$ cat config.mk
export PLATFORM = sky130hd
export DESIGN_NAME = adder_tree_arb
export DESIGN_NICKNAME = d
export VERILOG_FILES = /design/src/rtl/adder_tree_arb.sv
export SDC_FILE = /design/constraint.sdc
export NUM_CORES = 1
export LEC_CHECK = 0
export CORE_ASPECT_RATIO = 0.9
export CORE_MARGIN = 1.5
export CORE_UTILIZATION = 35
export CTS_BUF_LIST = sky130_fd_sc_hd__clkbuf_8
export CTS_CLUSTER_DIAMETER = 150
export DETAILED_ROUTE_END_ITERATION = 8
export GPL_TIMING_DRIVEN = 0
export PLACE_DENSITY = 0.6
export RECOVER_POWER = 50
export SLEW_MARGIN = 20
export SYNTH_ARGS = -nofsm -noshare
export SYNTH_HDL_FRONTEND = slang
export SYNTH_SLANG_ARGS = --single-unit
export TNS_END_PERCENT = 1
$ cat constraint.sdc
create_clock -name clk -period 18.7 [get_ports clk]
set_input_delay 1.87 -clock clk [delete_from_list [all_inputs] [get_ports clk]]
set_output_delay 1.87 -clock clk [all_outputs]
set_load 0.01 [all_outputs]
$ cat src/rtl/adder_tree_arb.sv
// adder_tree_arb: round-robin arbiter feeding one shared pipelined adder tree.
// Each accepted vector travels with its requester ID; the ID rides a tag
// pipeline matched to the tree depth so the sum comes back tagged.

// adder_tree_ppl: fully pipelined binary reduction tree, one register level
// per tree level, so latency is $clog2(DATA_NUM). Inputs are sign-extended to
// the output width and padded with zeros up to the next power of two.
module adder_tree_ppl #(
    parameter  int DATA_I_WIDTH = 16,
    parameter  int DATA_NUM     = 8,
    localparam int L            = $clog2(DATA_NUM),
    localparam int DATA_O_WIDTH = DATA_I_WIDTH + L
) (
    input  logic                                 clk,
    input  logic                                 rst,
    input  logic                                 din_valid,
    input  logic [DATA_NUM*DATA_I_WIDTH-1:0]     din_data,
    output logic                                 dout_valid,
    output logic signed [DATA_O_WIDTH-1:0]       dout_data
);

    localparam int P = 1 << L;

    // leaf[j] are the tree inputs; sum[n] are the registered internal nodes
    // in heap order (children of n live at 2n+1 and 2n+2 of tap).
    logic signed [DATA_O_WIDTH-1:0] leaf [P];
    logic signed [DATA_O_WIDTH-1:0] sum  [P-1];
    logic signed [DATA_O_WIDTH-1:0] tap  [1:2*P-2];
    logic [L-1:0]                   vld;

    for (genvar j = 0; j < P; j++) begin : g_leaf
        if (j < DATA_NUM) begin : g_data
            assign leaf[j] = DATA_O_WIDTH'($signed(din_data[j*DATA_I_WIDTH +: DATA_I_WIDTH]));
        end else begin : g_pad
            assign leaf[j] = '0;
        end
    end

    // Flatten internal nodes and leaves into one child-index space.
    always_comb begin
        for (int n = 1; n < P - 1; n++) begin
            tap[n] = sum[n];
        end
        for (int j = 0; j < P; j++) begin
            tap[P-1+j] = leaf[j];
        end
    end

    // One adder level per clock; all leaves sit at equal depth so levels align.
    always_ff @(posedge clk) begin
        for (int n = 0; n < P - 1; n++) begin
            sum[n] <= rst ? '0 : tap[2*n+1] + tap[2*n+2];
        end
    end

    // Valid shift register matching the adder depth.
    always_ff @(posedge clk) begin
        if (rst) begin
            vld <= '0;
        end else begin
            vld[0] <= din_valid;
            for (int k = 1; k < L; k++) begin
                vld[k] <= vld[k-1];
            end
        end
    end

    assign dout_valid = vld[L-1];
    assign dout_data  = sum[0];

endmodule

module adder_tree_arb #(
    parameter  int DATA_I_WIDTH = 16,
    parameter  int DATA_NUM     = 8,
    parameter  int REQ_NUM      = 4,
    localparam int L            = $clog2(DATA_NUM),
    localparam int DATA_O_WIDTH = DATA_I_WIDTH + L,
    localparam int ID_WIDTH     = ($clog2(REQ_NUM) > 1) ? $clog2(REQ_NUM) : 1
) (
    input  logic                                      clk,
    input  logic                                      rst,
    input  logic [REQ_NUM-1:0]                        req_valid,
    output logic [REQ_NUM-1:0]                        req_ready,
    input  logic [REQ_NUM*DATA_NUM*DATA_I_WIDTH-1:0]  req_data,
    output logic                                      res_valid,
    output logic [ID_WIDTH-1:0]                       res_id,
    output logic signed [DATA_O_WIDTH-1:0]            res_data,
    output logic                                      idle
);

    localparam int VW = DATA_NUM * DATA_I_WIDTH;

    logic [ID_WIDTH-1:0]             ptr;
    logic [ID_WIDTH-1:0]             grant_id;
    logic                            grant_any;

    logic                            iss_valid;
    logic [ID_WIDTH-1:0]             iss_id;
    logic [VW-1:0]                   iss_data;

    logic [L-1:0]                    tag_valid;
    logic [ID_WIDTH-1:0]             tag_id [L];

    logic                            tree_dout_valid;
    logic signed [DATA_O_WIDTH-1:0]  tree_dout_data;

    // First valid requester at or after ptr, wrapping; no output backpressure
    // so the grant depends only on req_valid and ptr.
    always_comb begin
        grant_any = 1'b0;
        grant_id  = '0;
        req_ready = '0;
        for (int off = 0; off < REQ_NUM; off++) begin
            if (!grant_any && req_valid[(int'(ptr) + off) % REQ_NUM]) begin
                grant_any = 1'b1;
                grant_id  = ID_WIDTH'((int'(ptr) + off) % REQ_NUM);
                req_ready[(int'(ptr) + off) % REQ_NUM] = 1'b1;
            end
        end
    end

    // Pointer moves just past the winner on every transfer.
    always_ff @(posedge clk or posedge rst) begin
        if (rst) begin
            ptr <= '0;
        end else if (grant_any) begin
            ptr <= (grant_id == ID_WIDTH'(REQ_NUM - 1)) ? '0 : grant_id + 1'b1;
        end
    end

    // Issue stage: register the accepted vector and its ID in front of the tree.
    always_ff @(posedge clk or posedge rst) begin
        if (rst) begin
            iss_valid <= 1'b0;
            iss_id    <= '0;
            iss_data  <= '0;
        end else begin
            iss_valid <= grant_any;
            if (grant_any) begin
                iss_id   <= grant_id;
                iss_data <= req_data[int'(grant_id)*VW +: VW];
            end
        end
    end

    adder_tree_ppl #(
        .DATA_I_WIDTH (DATA_I_WIDTH),
        .DATA_NUM     (DATA_NUM)
    ) u_tree (
        .clk        (clk),
        .rst        (rst),
        .din_valid  (iss_valid),
        .din_data   (iss_data),
        .dout_valid (tree_dout_valid),
        .dout_data  (tree_dout_data)
    );

    // Tag pipeline: valid/ID delayed to line up with the tree output.
    always_ff @(posedge clk or posedge rst) begin
        if (rst) begin
            tag_valid <= '0;
            for (int k = 0; k < L; k++) begin
                tag_id[k] <= '0;
            end
        end else begin
            tag_valid[0] <= iss_valid;
            tag_id[0]    <= iss_id;
            for (int k = 1; k < L; k++) begin
                tag_valid[k] <= tag_valid[k-1];
                tag_id[k]    <= tag_id[k-1];
            end
        end
    end

    // Output register: load on an aligned valid tag, otherwise hold.
    always_ff @(posedge clk or posedge rst) begin
        if (rst) begin
            res_valid <= 1'b0;
            res_id    <= '0;
            res_data  <= '0;
        end else begin
            res_valid <= tag_valid[L-1];
            if (tag_valid[L-1]) begin
                res_id   <= tag_id[L-1];
                res_data <= tree_dout_data;
            end
        end
    end

    // The tree's own valid mirrors the last tag stage; including it keeps
    // idle conservative without changing its value.
    assign idle = !iss_valid && !(|tag_valid) && !res_valid && !tree_dout_valid;

endmodule
==> out/metrics.yaml <==
via_per_inst: 5.293
yosys-top-cells-area: "dfrtp_1 23%, dfxtp_1 15%, mux2i_1 15%"
ioPinCount: 545
grt_max_degree: 54
worst_path_max_delay_cell: "clkbuf_1"
nets: 3018
cts_setup_buffers: 0
required_ns: 19.23
cp_max_fo: 53
power_density_nw_per_um2: 183.7
rows: 77
hold_start: "tag_id[2]"
cts_buffers: 49
met1_usage_pct: 34.56
clock_sink_count: 292
grt_use_met2_pct: 44.54
tightest_slew_ns: 2.565
overflow: 0
cts-root-buf: "clkbuf_8"
slew_violations: 125
crit_family: "buffers and inverters"
initial_core_util_pct: 35.64
ys_dominant_reg_cell: "dfrtp_1"
grt_use_met3_pct: 4.170
drc: 0
arrival_ns: 6.94
core_area_um2: 49330
critPathMaxStageDelay_ns: 1.83
endpoint_kind: "flop"
clkTransAtPathRegs_ns: 0.06
netlist_area_um2: 17580
synth_area_leader_cell: "dfrtp_1"
seq_power_share_pct: 24.5
setup_violations: 0
p_sw_mw: 2.033
syn_area_per_cell_um2: 9.926
dp_hpwl_mm: 57.07
fin_cells: 3086
busiest_layer: "met2"
first_pass_iters: 5
final.min_clock_period_ns: 6.407
seq_area_frac_synth_pct: 37.92
finClkSkew_ns: 0.02512
synth.distinct_cells: 69
cts_max_path_buffers: 3
synthArstFlopShare_pct: 56.16
antenna_left: 0
antenna_found_initial: 12
final.period_utilization_pct: 34.26
synth_fp_nets: 2421
cts_tree: "built"
mostFrequentLayoutCells: "541 x clkdlybuf4s50_1, 257 x nor2_1, 256 x mux2i_1"
place_inst: 2988
grt_pass1_vias: 16698
timing.fmax_ghz: 0.1561
hold_path.class: "reg -> reg"
drt-total-wl_mm: 68.54
clock_latency_ns: 0.61
numPortBuffers: 543
status: "complete, but fails checks"
cts_resized: 0
layout_commonest_cell: "clkdlybuf4s50_1"
post_route_cells_drive_above_1_share_pct: 5.983
ir_drop_mv: 0.09526
drv_cap: 3
synthCells: 1771
die_w_um: 239.2
synth_warnings: 0
hold_buffers: 0
syn_to_final_growth_pct: 42.41
die_y_um: 215.6
synthDominantCellAreaShare_pct: 23.35
crit-reg2reg-launch: "ptr[0]"
p_int_mw: 2.564
crit_buf_inv: 6
fin_util_pct: 50.75
synth_edf_count: 0
wl_per_cell_um: 22.21
timing.critical_path.from: "rst"
die_area_um2: 51580
clkPwrFrac_pct: 13.8
relSlewSlack_pct: -71.00
finalWorstSetupSlack_ns: 12.29
gp_congestion: 0.8989
cp_common_cell: "clkbuf_1"
grt_use_total_pct: 26.18
grt_pass1_wl_mm: 101.9
violations: "max-capacitance violations, max-slew violations"
drt-initial-drc-count: 1040
vias: 16333
timing_worst_setup_path_type: "in -> reg"
final.setup.tns_ns: 0
htree_levels: 2
rsz0062_at_grt: "false"
p_leak_nw: 11.10
path_cells: "dlygate4sd3_1, clkbuf_1, inv_1, clkbuf_1, clkbuf_1, buf_16, o31ai_1, a21oi_1"
switching_share_pct: 44.23
startpoint_type: "input pin"
power_frac_comb_pct: 61.7
hold_violations: 0
synth_seq_cells: 292
place_ws_ns: 12.35
==> power groups by stage <==
stage | logic [mW] | registers, mW | clock network, mW
2_1_floorplan | 2.00 | 1.06 | 0
3_3_place_gp | 2.78 | 1.13 | 0
3_5_place_dp | 2.82 | 1.14 | 0
4_1_cts | 2.83 | 1.13 | 0.648
5_1_grt | 3.11 | 1.15 | 0.678
6_report | 2.84 | 1.12 | 0.636
==> kinds of logic (layout without fill, tap and decap cells) <==
logic type      Yosys count  count (layout)  synth area share (%)
simple gates            452             452                 11.44
compound gates          407             407                 16.61
flops                   292             292                 37.92
mux                     282             282                 16.37
fa+ha+maj               132             132                 9.694
buf+inv                 127             763                 4.028
xor+xnor                 79              79                 3.936
other cells               0               8                     0
==> cells in the mapped netlist, types with 15 or more instances <==
cell	n
a21o_1	36
a21oi_1	81
a221oi_1	112
clkbuf_1	54
dfrtp_1	164
dfxtp_1	128
ha_1	125
inv_1	33
mux2_2	24
mux2i_1	256
nand2_1	68
nand2b_1	15
nor2_1	257
nor2b_1	32
nor3_1	22
o21a_1	16
o21ai_0	58
o221ai_1	21
xnor2_1	36
xor2_1	43
==> layout make-up <==
cell class | count | area [um^2]
inverter | 34 | 127.6
multi-input combinational | 1352 | 10210
antenna | 8 | 20.02
clock buffer | 69 | 949.7
tap | 671 | 839.6
clock inverter | 21 | 167.7
buffer | 93 | 580.6
timing repair buffer | 546 | 5470
sequential | 292 | 6666
fill | 4699 | 24290
==> metrics by stage <==
step	instance area [um^2]	hold WS [ns]	power (mW)
2_1_floorplan	17580	0.3312	3.060
3_3_place_gp	23850	0.3356	3.907
3_5_place_dp	23940	0.3370	3.953
4_1_cts	25060	0.3511	4.608
5_1_grt	25030	0.3633	4.939
6_report	25040	0.3494	4.598
==> state kept, by name (all words and copies together) (netlist names) <==
| name | cells |
|---|---|
| res_valid | 1 |
| iss_valid | 1 |
| tag_id | 6 |
| res_id | 2 |
| iss_data | 128 |
| tag_valid | 3 |
| ptr | 2 |
| u_tree.vld | 3 |
| iss_id | 2 |
| u_tree.sum | 125 |
| res_data | 19 |
==> metal layers <==
metal | part of all wire (%) | up-vias
li1 | - | 7751
met5 | 0.035 | -
met4 | 1.9 | 4
met1 | 44 | 7946
met2 | 49 | 546
met3 | 5.7 | 86
==> worst register-to-register path, cell delays in order (launching register included) <==
cell and delay, ns:
dfrtp_1 0.48, buf_2 0.28, inv_1 0.16, ha_1 0.35
clkbuf_1 0.22, o21bai_1 0.21, a21oi_1 0.16, o21a_1 0.25
inv_1 0.17, nor2_2 0.51, buf_2 0.36, buf_1 0.41
a221oi_1 0.19
==> path summary, 6_finish.rpt <==
check,endpoint,slack (ns),cells after the start
max,u_tree.sum[5][9],12.29,8
min,tag_id[0],0.35,0
max reg2reg,iss_data[81],14.83,12
min reg2reg,tag_id[0],0.35,0
max in group asynchronous,iss_data[9],12.37,5
min in group asynchronous,iss_data[98],3.00,4
No activity file was read; power rests on OpenSTA's default activity.
